## config.mk

```make
export PLATFORM = sky130hd
export DESIGN_NAME = spi_burst_ctrl
export DESIGN_NICKNAME = d
export VERILOG_FILES = /design/src/rtl/spi_ctrl_pkg.sv /design/src/rtl/spi_word_buf.sv /design/src/rtl/spi_burst_ctrl.sv
export SDC_FILE = /design/constraint.sdc
export NUM_CORES = 1
export LEC_CHECK = 0
export CORE_MARGIN = 1.5
export CORE_UTILIZATION = 61
export DETAILED_ROUTE_END_ITERATION = 12
export GPL_TIMING_DRIVEN = 0
export PLACE_DENSITY_LB_ADDON = 0.1
export SLEW_MARGIN = 20
export SYNTH_ARGS = -nofsm -noshare
export SYNTH_HDL_FRONTEND = slang
export SYNTH_SLANG_ARGS = --single-unit
export TNS_END_PERCENT = 50
```

## constraint.sdc

```tcl
create_clock -name clk -period 4.7 [get_ports clk]
set_clock_uncertainty 0.1 [all_clocks]
set_input_delay 0.94 -clock clk [delete_from_list [all_inputs] [get_ports clk]]
set_output_delay 0.94 -clock clk [all_outputs]
set_load 0.02 [all_outputs]
```

## src/rtl/spi_ctrl_pkg.sv

```systemverilog
// SPI burst controller shared definitions.
// Sequencer states and buffer geometry.
package spi_ctrl_pkg;

  localparam int MAX_WORDS = 32;
  localparam int PTR_W     = 5;
  localparam int LVL_W     = 6;

  typedef enum logic [1:0] {
    IDLE,
    LAUNCH,
    RUN,
    FINISH
  } state_t;

endpackage

```

## src/rtl/spi_word_buf.sv

```systemverilog
// Word buffer for the SPI burst controller.
// Sync write, async read, independent ports.
module spi_word_buf
  import spi_ctrl_pkg::*;
#(
  parameter int DATA_BITS = 8
) (
  input  logic                 clk,
  input  logic                 wr_en,
  input  logic [PTR_W-1:0]     wr_addr,
  input  logic [DATA_BITS-1:0] wr_data,
  input  logic [PTR_W-1:0]     rd_addr,
  output logic [DATA_BITS-1:0] rd_data
);

  logic [DATA_BITS-1:0] mem [MAX_WORDS];

  // Store one word per enabled cycle
  always_ff @(posedge clk) begin
    if (wr_en) mem[wr_addr] <= wr_data;
  end

  assign rd_data = mem[rd_addr];

endmodule

```

## src/rtl/spi_burst_ctrl.sv

```systemverilog
// SPI burst sequencer feeding the SPI master.
// Buffers TX/RX words around one multi-word burst.
module spi_burst_ctrl
  import spi_ctrl_pkg::*;
#(
  parameter int   DATA_BITS = 8,
  parameter logic CPOL      = 1'b0
) (
  input  logic                 clk,
  input  logic                 rst,
  input  logic                 tx_wr_en,
  input  logic [DATA_BITS-1:0] tx_wr_data,
  output logic [LVL_W-1:0]     tx_level,
  input  logic                 start,
  input  logic [LVL_W-1:0]     num_words,
  output logic                 busy,
  output logic                 done,
  output logic                 err,
  input  logic                 rx_rd_en,
  output logic [DATA_BITS-1:0] rx_rd_data,
  output logic [LVL_W-1:0]     rx_level,
  output logic                 spi_en,
  output logic [DATA_BITS-1:0] data_in,
  output logic [LVL_W-1:0]     data_words,
  input  logic                 m_ready,
  input  logic                 m_valid,
  input  logic [DATA_BITS-1:0] m_data,
  input  logic                 m_sck
);

  state_t state, state_nxt;

  logic [PTR_W-1:0]     tx_wr_ptr;
  logic [PTR_W-1:0]     tx_ptr;
  logic [PTR_W-1:0]     rx_wr_ptr;
  logic [PTR_W-1:0]     rx_rd_ptr;
  logic [LVL_W-1:0]     rx_cnt;
  logic [DATA_BITS-1:0] tx_rd_data;
  logic                 sck_q;
  logic                 word_started;

  logic tx_push;
  logic rx_push;
  logic rx_pop;
  logic start_ok;
  logic accept;
  logic lead_edge;
  logic last_word;

  assign busy = (state != IDLE);

  assign tx_push = tx_wr_en && !busy &&
                   (tx_level != LVL_W'(MAX_WORDS));

  assign start_ok = m_ready &&
                    (num_words != '0) &&
                    (num_words <= tx_level) &&
                    (rx_level == '0);

  assign accept = (state == IDLE) && start && start_ok;

  assign rx_push = (state == RUN) && m_valid;
  assign rx_pop  = rx_rd_en && (rx_level != '0);

  assign lead_edge = (m_sck != sck_q) && (sck_q == CPOL);

  assign last_word = rx_push &&
                     ((rx_cnt + LVL_W'(1)) == data_words);

  spi_word_buf #(
    .DATA_BITS(DATA_BITS)
  ) u_tx_buf (
    .clk    (clk),
    .wr_en  (tx_push),
    .wr_addr(tx_wr_ptr),
    .wr_data(tx_wr_data),
    .rd_addr(tx_ptr),
    .rd_data(tx_rd_data)
  );

  spi_word_buf #(
    .DATA_BITS(DATA_BITS)
  ) u_rx_buf (
    .clk    (clk),
    .wr_en  (rx_push),
    .wr_addr(rx_wr_ptr),
    .wr_data(m_data),
    .rd_addr(rx_rd_ptr),
    .rd_data(rx_rd_data)
  );

  // Sequencer state register
  always_ff @(posedge clk) begin
    if (rst) state <= IDLE;
    else     state <= state_nxt;
  end

  // Next state and master-facing command outputs
  always_comb begin
    state_nxt = state;
    spi_en    = 1'b0;
    done      = 1'b0;
    err       = 1'b0;
    data_in   = '0;
    unique case (state)
      IDLE: begin
        if (start) begin
          if (start_ok) state_nxt = LAUNCH;
          else          err       = !rst;
        end
      end
      LAUNCH: begin
        spi_en    = 1'b1;
        data_in   = tx_rd_data;
        err       = start && !rst;
        state_nxt = RUN;
      end
      RUN: begin
        data_in = tx_rd_data;
        err     = start && !rst;
        if (last_word) state_nxt = FINISH;
      end
      FINISH: begin
        done      = 1'b1;
        err       = start && !rst;
        state_nxt = IDLE;
      end
      default: state_nxt = IDLE;
    endcase
  end

  // Burst length latch and word-start TX pointer advance
  always_ff @(posedge clk) begin
    if (rst) begin
      data_words   <= '0;
      tx_ptr       <= '0;
      word_started <= 1'b0;
      sck_q        <= CPOL;
    end else begin
      sck_q <= m_sck;
      if (accept) begin
        data_words   <= num_words;
        tx_ptr       <= '0;
        word_started <= 1'b0;
      end else if (state == RUN) begin
        if (lead_edge && !word_started) begin
          tx_ptr       <= tx_ptr + PTR_W'(1);
          word_started <= 1'b1;
        end else if (m_valid) begin
          word_started <= 1'b0;
        end
      end else if (state == FINISH) begin
        tx_ptr <= '0;
      end
    end
  end

  // TX fill pointer and level, consumed at burst end
  always_ff @(posedge clk) begin
    if (rst) begin
      tx_wr_ptr <= '0;
      tx_level  <= '0;
    end else if (state == FINISH) begin
      tx_wr_ptr <= '0;
      tx_level  <= '0;
    end else if (tx_push) begin
      tx_wr_ptr <= tx_wr_ptr + PTR_W'(1);
      tx_level  <= tx_level + LVL_W'(1);
    end
  end

  // RX pointers, level and per-burst store count
  always_ff @(posedge clk) begin
    if (rst) begin
      rx_wr_ptr <= '0;
      rx_rd_ptr <= '0;
      rx_level  <= '0;
      rx_cnt    <= '0;
    end else begin
      if (rx_push) rx_wr_ptr <= rx_wr_ptr + PTR_W'(1);
      if (rx_pop)  rx_rd_ptr <= rx_rd_ptr + PTR_W'(1);
      unique case ({rx_push, rx_pop})
        2'b10:   rx_level <= rx_level + LVL_W'(1);
        2'b01:   rx_level <= rx_level - LVL_W'(1);
        default: rx_level <= rx_level;
      endcase
      if (accept)       rx_cnt <= '0;
      else if (rx_push) rx_cnt <= rx_cnt + LVL_W'(1);
    end
  end

endmodule

```

# After elaboration in Yosys (flattened, before gate mapping)
# Memories as Yosys holds them, arrays and structs flattened. A register that Yosys moved wholly into a read port is not among the register bits.
# Index checks and enable logic that the tools add are counted.
# classes
n_addsub,8
mul,0
div,0
order_cmp,1
eq_ne,12
shifts,0
n_mux,24
n_bitwise,1
n_reduce_logical,31
# op_table
op,n
$mux W5,7
$add A5 B1 Y5 const B,4
$add A6 B1 Y6 const B,3
$logic_and A1 B1 Y1,13
$pmux W6 S2,1
$reduce_bool A6 Y1,2
$mux W1,10
$mux W8,1
$pmux W2 S4,1
$reduce_bool A2 Y1,4
$eq A2 B2 Y1 const B,3
$eq A6 B6 Y1,1
$le A6 B6 Y1,1
$logic_not A6 Y1,1
$mux W2,3
$ne A2 B2 Y1 const B,3
$ne A6 B6 Y1 const B,1
$reduce_or A2 Y1,3
$sub A6 B1 Y6 const B,1
$eq A2 B1 Y1 const B,2
$reduce_and A2 Y1,2
$logic_not A1 Y1,3
$reduce_and A3 Y1,1
$reduce_or A3 Y1,1
5 further kinds,5
# word_totals
reg_bits,48
latch_bits,0
ramBits,512
romBits,0
inputBits,30
output_inout_bits,38
wordCells,90
mem_count,2
# mem_list
memory,depth,word_bits,read_ports,rd_clocked_by_memory_dff,wr,line_no,rtl
u_rx_buf.mem,32,8,1,1,1,spi_word_buf.sv:16,logic [DATA_BITS-1:0] mem [MAX_WORDS];
u_tx_buf.mem,32,8,1,1,1,spi_word_buf.sv:16,

# Logic depth before layout (Yosys ltp)
# depth
word_depth,7
depth_mapped,15
ltp_nobuf,13

# Hierarchy
# A second synthesis with hierarchy kept.
# hier_totals
cells_unflattened,1111
hier_area_um2,22462.8
# modules_own_cells
mod,n_inst,cells_each,area_each_um2,seq_area_each_um2
spi_word_buf,2,409,9893.2,7687.4
spi_burst_ctrl,1,293,2676.3,960.9

# Worst setup path after synthesis
# Ideal clock, no wire load.
# synth_path
kind,input to output
startpoint,input port num_words[0]
endpoint,output port err
arrival_ns,2.463
t_required_ns,3.660
setup_slack_ns,1.197
stages,3
n_path_buf,0
path_cell_list,or4_1 -> o311a_2 -> a311oi_1
# synth_via
elab_chain_cells,7
elab_cells_between_ends,8
classes_between,order compare (1); mux (3); reduce/logical (4)
# synth_lines
item,line_no,rtl
from (decl),spi_burst_ctrl.sv:15,"input logic [LVL_W-1:0] num_words,"
"parallel branches: the longest is 2 deep, another holds $le A6 B6 Y1",-,
$logic_and A1 B1 Y1 *,spi_burst_ctrl.sv:56,(num_words != '0) &&
$logic_and A1 B1 Y1 *,spi_burst_ctrl.sv:57,(num_words <= tx_level) &&
$mux W1 *,spi_burst_ctrl.sv:108,if (start_ok) state_nxt = LAUNCH;
$mux W1 *,spi_burst_ctrl.sv:107,if (start) begin
$pmux W1 S2 *,spi_burst_ctrl.sv:105,unique case (state)
to (decl),spi_burst_ctrl.sv:18,"output logic err,"
# Every way passes the cells marked *.

==> out/metrics.yaml <==
cells_and_area:
  fin_util_pct: 69.9
  multi_input_area_mm2: 0.00585
  drive_above_1_share_pct: 22.9
  fill_cells: 2350
  antenna_cells: 0
  final_nets: 1335
  area_growth_syn_to_layout_pct: 12.7
  regArea_mm2: 0.0165
detailed_routing:
  first_iter_violations: 837
  vias: 11200
  drt-total-wl_um: 46600
  dr.pass1.iters: 9
  drc: 0
  ant_nets: 0
  wl_per_cell_um: 26.0
  vias_per_cell: 6.22
clock_tree:
  ctsResizeCount: 10
  cts_buffers: 55
  hold_buffers: 0
  cts_root_buf: "clkbuf_16"
  cts_post_setup_buffers_inserted: 0
  insertion_delay_ns: 0.60
  htree_num_levels: 2
  clkSlewWorstSetupHoldPaths_ns: 0.06
  clock_sinks: 570
  cts_tree: "yes"
  cts.path.max_buffers: 3
yosys:
  ys_types: 57
  netlist_area_mm2: 0.0227
  seq_area_frac_synth_pct: 72.8
  synth.net_count: 1213
  ys_warn_count: 0
  avgSynthCellArea_um2: 19.6
  ys.flop_type: "edfxtp_1"
  synth_edf_count: 512
  synthCells: 1157
  synth-seq-cells: 570
  ys_async_sr_fraction_pct: 0
floorplan:
  die_w_um: 196
  dieHeight_um: 196
  rows: 70
  dieArea_mm2: 0.0384
  ios: 68
  initial_core_util_pct: 62.0
  coreArea_mm2: 0.0366
setup_path:
  cp-start-kind: "flop"
  arrival_ns: 3.53
  end_kind: "primary output"
  path_class: "flop to primary output"
  cp.required_ns: 3.66
  path_max_fanout: 10
timing:
  max-slew-margin-rel_pct: 26.3
  min_period_over_period_pct: 97.3
  setup_viol: 0
  fmaxAchievable_mhz: 219
  hold_violations: 0
  slew_viol_final: 0
  fin_ws_ns: 0.127
  fin_crit_ns: 4.57
  tightest_slew_ns: 1.10
place:
  place_congestion: 0.807
  dp_hpwl_um: 30300
  io_buffers: 66
  pre_cts_ws_ns: 0.243
grt:
  grt_overflow_total: 0
  grt_pass1_wl_um: 70600
  grt_start_max_net_pins: 33
  grt_usage_pct: 25.3
  antenna_found_initial: 0
  grt_pass1_vias: 11300
pwr:
  vdd_drop_max_mv: 0.363
  p_per_area_mw_per_mm2: 443
  power_leakage_nw: 7.99
status:
  status: "finished, final reports clean"
job:
  maxCapViolations: 0
hold_path:
  min_path_type: "flop to flop"
[cells in the final DEF (no fill, tap or decap), types with 3 or more instances in the layout]
| master | n |
|---|---|
| xor2_1 | 19 |
| clkinvlp_4 | 3 |
| nor3_1 | 4 |
| mux4_2 | 160 |
| clkbuf_8 | 4 |
| buf_1 | 8 |
| clkdlybuf4s50_1 | 51 |
| nand2_1 | 27 |
| nand3_1 | 10 |
| ha_1 | 26 |
| nand2b_1 | 6 |
| clkbuf_1 | 34 |
| edfxtp_1 | 512 |
| nor2b_1 | 12 |
| clkbuf_4 | 6 |
| clkbuf_16 | 56 |
| clkbuf_2 | 12 |
| buf_2 | 25 |
| o21ai_0 | 4 |
| inv_1 | 17 |
| xnor2_1 | 16 |
| nand4_1 | 7 |
| o21a_1 | 3 |
| nand3b_1 | 7 |
| clkinv_2 | 10 |
| dfxtp_1 | 58 |
| mux2_2 | 8 |
| nor2_1 | 123 |
| clkinv_1 | 13 |
| mux2i_1 | 18 |
| a21o_1 | 3 |
| or2_2 | 5 |
| or3_1 | 5 |
| a21oi_1 | 15 |
[area by class of cell]
class	count	share of cell area [%]
multi-input combinational	511	22.9
sequential	570	64.6
inverter	17	0.249
timing repair buffer	66	2.29
tap	468	2.29
clock buffer	75	5.91
clock inverter	29	0.689
buffer	58	1.10
[sequential cells by signal, indices dropped and copies added, names as in the netlist, named ones only]
name	flops
u_rx_buf.mem	256
u_tx_buf.mem	256
data_words	6
rx_cnt	6
rx_level	6
tx_level	6
rx_rd_ptr	5
rx_wr_ptr	5
tx_ptr	5
tx_wr_ptr	5
state	2
sck_q	1
word_started	1
[cell usage after synthesis (8+ instances only)]
cell | instances | area [µm²]
inv_1 | 17 | 63.8
clkbuf_1 | 32 | 120
xor2_1 | 19 | 166
nor2b_1 | 12 | 75.1
nand2_1 | 27 | 101
edfxtp_1 | 512 | 15400
nand3_1 | 10 | 50.1
dfxtp_1 | 58 | 1160
mux2_2 | 8 | 90.1
mux2i_1 | 18 | 180
ha_1 | 26 | 325
xnor2_1 | 16 | 140
a21oi_1 | 15 | 75.1
mux4_2 | 160 | 3600
buf_2 | 16 | 80.1
buf_1 | 8 | 30.0
nor2_1 | 123 | 462
[stage by stage]
step	instances	total power [mW]	cell area (µm²)	TNS [ns]	hold WS [ns]
2_1_floorplan	1157	6.78	22700	0	0.350
3_3_place_gp	1691	7.31	24000	0	0.369
3_5_place_dp	1691	7.33	23900	0	0.388
4_1_cts	1795	11.4	25600	-0.191	0.397
5_1_grt	1794	11.7	25600	-0.00112	0.418
6_report	1794	11.3	25600	0	0.403
[layer usage]
layer	track usage [%]	wire (µm)	share of wire [%]	vias up
li1	-	-	-	4902
met1	36.2	19300	41	5728
met4	8.26	1220	2.6	0
met2	41.5	23100	50	448
met5	0	0	0	-
met3	3.42	2960	6.3	80
[logic make-up after synthesis]
logic type / after synthesis / synth area share (%)
XOR/XNOR: 35 / 1.35
flip-flops: 570 / 72.8
multiplexers: 186 / 17.1
adder cells (fa/ha/maj): 26 / 1.43
buffers and inverters: 76 / 1.41
AND/OR/NAND/NOR: 220 / 4.59
AO/OA/AOI/OAI: 44 / 1.35
[worst max-delay path, cell delays in order, from the launching register on]
cell and delay [ns]:
dfxtp_1 0.30, clkbuf_1 0.43, clkbuf_2 0.41, mux4_2 0.41
mux4_2 0.54, mux2i_1 0.18, nor2b_1 0.10, clkdlybuf4s50_1 0.55
[power breakdown]
| group | internal (mW) | switching, mW |
|---|---|---|
| combinational | 0.712 | 0.831 |
| clock | 2.31 | 1.81 |
| sequential | 5.61 | 0.0609 |
[worst paths after layout]
path	depth (start not counted)	slack (ns)	from	end
worst max register to register	15	0.82	rx_level[2]	rx_level[4]
worst max-delay path	7	0.13	flop	data_in[2]
worst min-delay path	1	0.40	tx_ptr[3]	flop
worst min register to register	1	0.40	tx_ptr[3]	flop
Power figures use the tool's default switching activity.
==> variant, RTL diff (same flow settings) <==
`LVL_W`: 6 -> 3.
--- a/src/rtl/spi_ctrl_pkg.sv
+++ b/src/rtl/spi_ctrl_pkg.sv
@@ -4,7 +4,7 @@
 
   localparam int MAX_WORDS = 32;
   localparam int PTR_W     = 5;
-  localparam int LVL_W     = 6;
+  localparam int LVL_W     = 3;
 
   typedef enum logic [1:0] {
     IDLE,
Interface: changed (resized data_words, num_words, rx_level and tx_level); port bits go from 68 to 56. The function was not compared with the original's and may differ.
==> variant against the original RTL <==
Area after synthesis fell by 3.9%. Critical endpoint is now rx_rd_data[4]. Worst setup slack gained 0.033 ns. Design area shrank 3.7%. Wire length down 4.3%. Utilization shrank 0.25 points. Sequential cell count is 12 lower. Highest routed layer unchanged.
Power is not compared: it rests on default switching activity, and its combinational part moved more than twofold at a synthesized area within 25%.
==> variant: results (changes against the original RTL) <==
<table>
<tr><th>Metric</th><th>Value</th></tr>
<tr><th colspan="2">Routing</th></tr>
<tr><td>Drt first pass iters</td><td>7 (-2)</td></tr>
<tr><td>Overall routed net length</td><td>44600 um (-4.3%)</td></tr>
<tr><td>First-iteration detailed-routing DRC count</td><td>1058 (+26%)</td></tr>
<tr><th colspan="2">GRT</th></tr>
<tr><td>Number of global-route vias before repair</td><td>10700 (-5.6%)</td></tr>
<tr><td>Met1 Track Usage GR</td><td>34.8% (-1.4 points)</td></tr>
<tr><td>Global Route met3 Usage</td><td>3.03% (-0.39 points)</td></tr>
<tr><td>Wire length of the first global-routing pass</td><td>67000 um (-5.1%)</td></tr>
<tr><td>All-layer global routing usage</td><td>25.6% (+0.23 points)</td></tr>
<tr><th colspan="2">Critical path</th></tr>
<tr><td>Highest cell delay on the worst timing path</td><td>0.68 ns (+0.13 ns)</td></tr>
<tr><td>Worst Setup EP</td><td>rx_rd_data[4]</td></tr>
<tr><td>Source of the worst register-to-register timing path</td><td>state[0]$_SDFFE_PP0P_</td></tr>
<tr><td>Worst path slowest cell</td><td>sky130_fd_sc_hd__dfxtp_1</td></tr>
<tr><th colspan="2">Run status</th></tr>
<tr><td>Outcome</td><td>finished, final reports clean</td></tr>
<tr><th colspan="2">Synthesis</th></tr>
<tr><td>Top cells by instance count after synthesis</td><td>sky130_fd_sc_hd__edfxtp_1 (512), sky130_fd_sc_hd__mux4_2 (152), sky130_fd_sc_hd__nor2_1 (100)</td></tr>
<tr><td>Share of synthesized area occupied by flip-flops and latches</td><td>74.7% (+1.9 points)</td></tr>
<tr><td>Cell types with the largest area share after synthesis</td><td>sky130_fd_sc_hd__edfxtp_1 (70%), sky130_fd_sc_hd__mux4_2 (16%), sky130_fd_sc_hd__dfxtp_1 (4.2%)</td></tr>
<tr><td>Post-synthesis cell type count</td><td>38 (-33%)</td></tr>
<tr><th colspan="2">Placement</th></tr>
<tr><td>Pre-CTS setup slack</td><td>0.290 ns (+0.0471 ns)</td></tr>
<tr><td>Placer congestion estimate</td><td>0.819 (+1.5%)</td></tr>
<tr><td>HPWL reported at the end of detailed placement</td><td>28300 um (-6.3%)</td></tr>
<tr><td>Inst Count DP</td><td>1575 (-6.9%)</td></tr>
<tr><th colspan="2">Final layout</th></tr>
<tr><td>Register area</td><td>16300 um2 (-1.5%)</td></tr>
<tr><td>Cell Count, Final, Fillers Out</td><td>1675 (-6.6%)</td></tr>
<tr><td>Number of nets in the layout</td><td>1219 (-8.7%)</td></tr>
<tr><td>Fraction of layout instances using a drive strength above 1</td><td>24.0% (+1.0 points)</td></tr>
<tr><th colspan="2">STA</th></tr>
<tr><td>Worst slew margin relative to its limit</td><td>33.7% (+7.4 points)</td></tr>
<tr><th colspan="2">Clock tree</th></tr>
<tr><td>Post-cts repair resize count</td><td>7 (-3)</td></tr>
<tr><th colspan="2">Min path</th></tr>
<tr><td>Hold path start</td><td>tx_ptr[4]$_SDFFE_PP0P_</td></tr>
</table>
## variant: cell count changes after synthesis, moves of 7 or more
cell,before,now
sky130_fd_sc_hd__nor2_1,123,100
sky130_fd_sc_hd__o221ai_1,0,8
sky130_fd_sc_hd__buf_2,16,4
sky130_fd_sc_hd__dfxtp_1,58,46
sky130_fd_sc_hd__a221oi_1,1,8
sky130_fd_sc_hd__nor2b_1,12,3
sky130_fd_sc_hd__buf_4,2,12
sky130_fd_sc_hd__mux4_2,160,152
sky130_fd_sc_hd__xnor2_1,16,8
sky130_fd_sc_hd__inv_1,17,25
## variant: layout make-up
type	instances	share of cell area, %
Buffer	52	1.08
Clock buffer	73	6.23
Clock inverter	28	0.964
Inverter	25	0.381
Multi-Input combinational cell	423	21.0
Sequential cell	558	66.1
Tap cell	461	2.34
Timing Repair Buffer	55	1.93
## variant: critical path: cells and delay by family (launching register included)
family | cells | cell delay, ns
muxes | 3 | 1.22
DFF | 1 | 0.68
buffers and inverters | 2 | 1.00
## variant: power by group through the flow
stage               logic, mW  registers (mW)  clock network, mW
global placement        0.742            5.56                  0
finish                  0.750            5.45               4.29
floorplan               0.439            5.56                  0
detailed placement      0.754            5.56                  0
CTS                     0.761            5.45               4.34
global route            0.800            5.45               4.52
## variant: kinds of logic after synthesis
group                    share of synthesized area, %
XOR/XNOR                                        0.843
adder cells (fa/ha/maj)                          1.35
AO/OA/AOI/OAI                                    1.26
AND/OR/NAND/NOR                                  3.41
multiplexers                                     16.8
flip-flops                                       74.7
buffers and inverters                            1.61
## variant: layer usage
metal  share of wire [%]  vias to the layer above
met5                   0                        -
met2                  52                      411
li1                    -                     4527
met1                  39                     5342
met4                 3.2                        0
met3                 6.1                       87
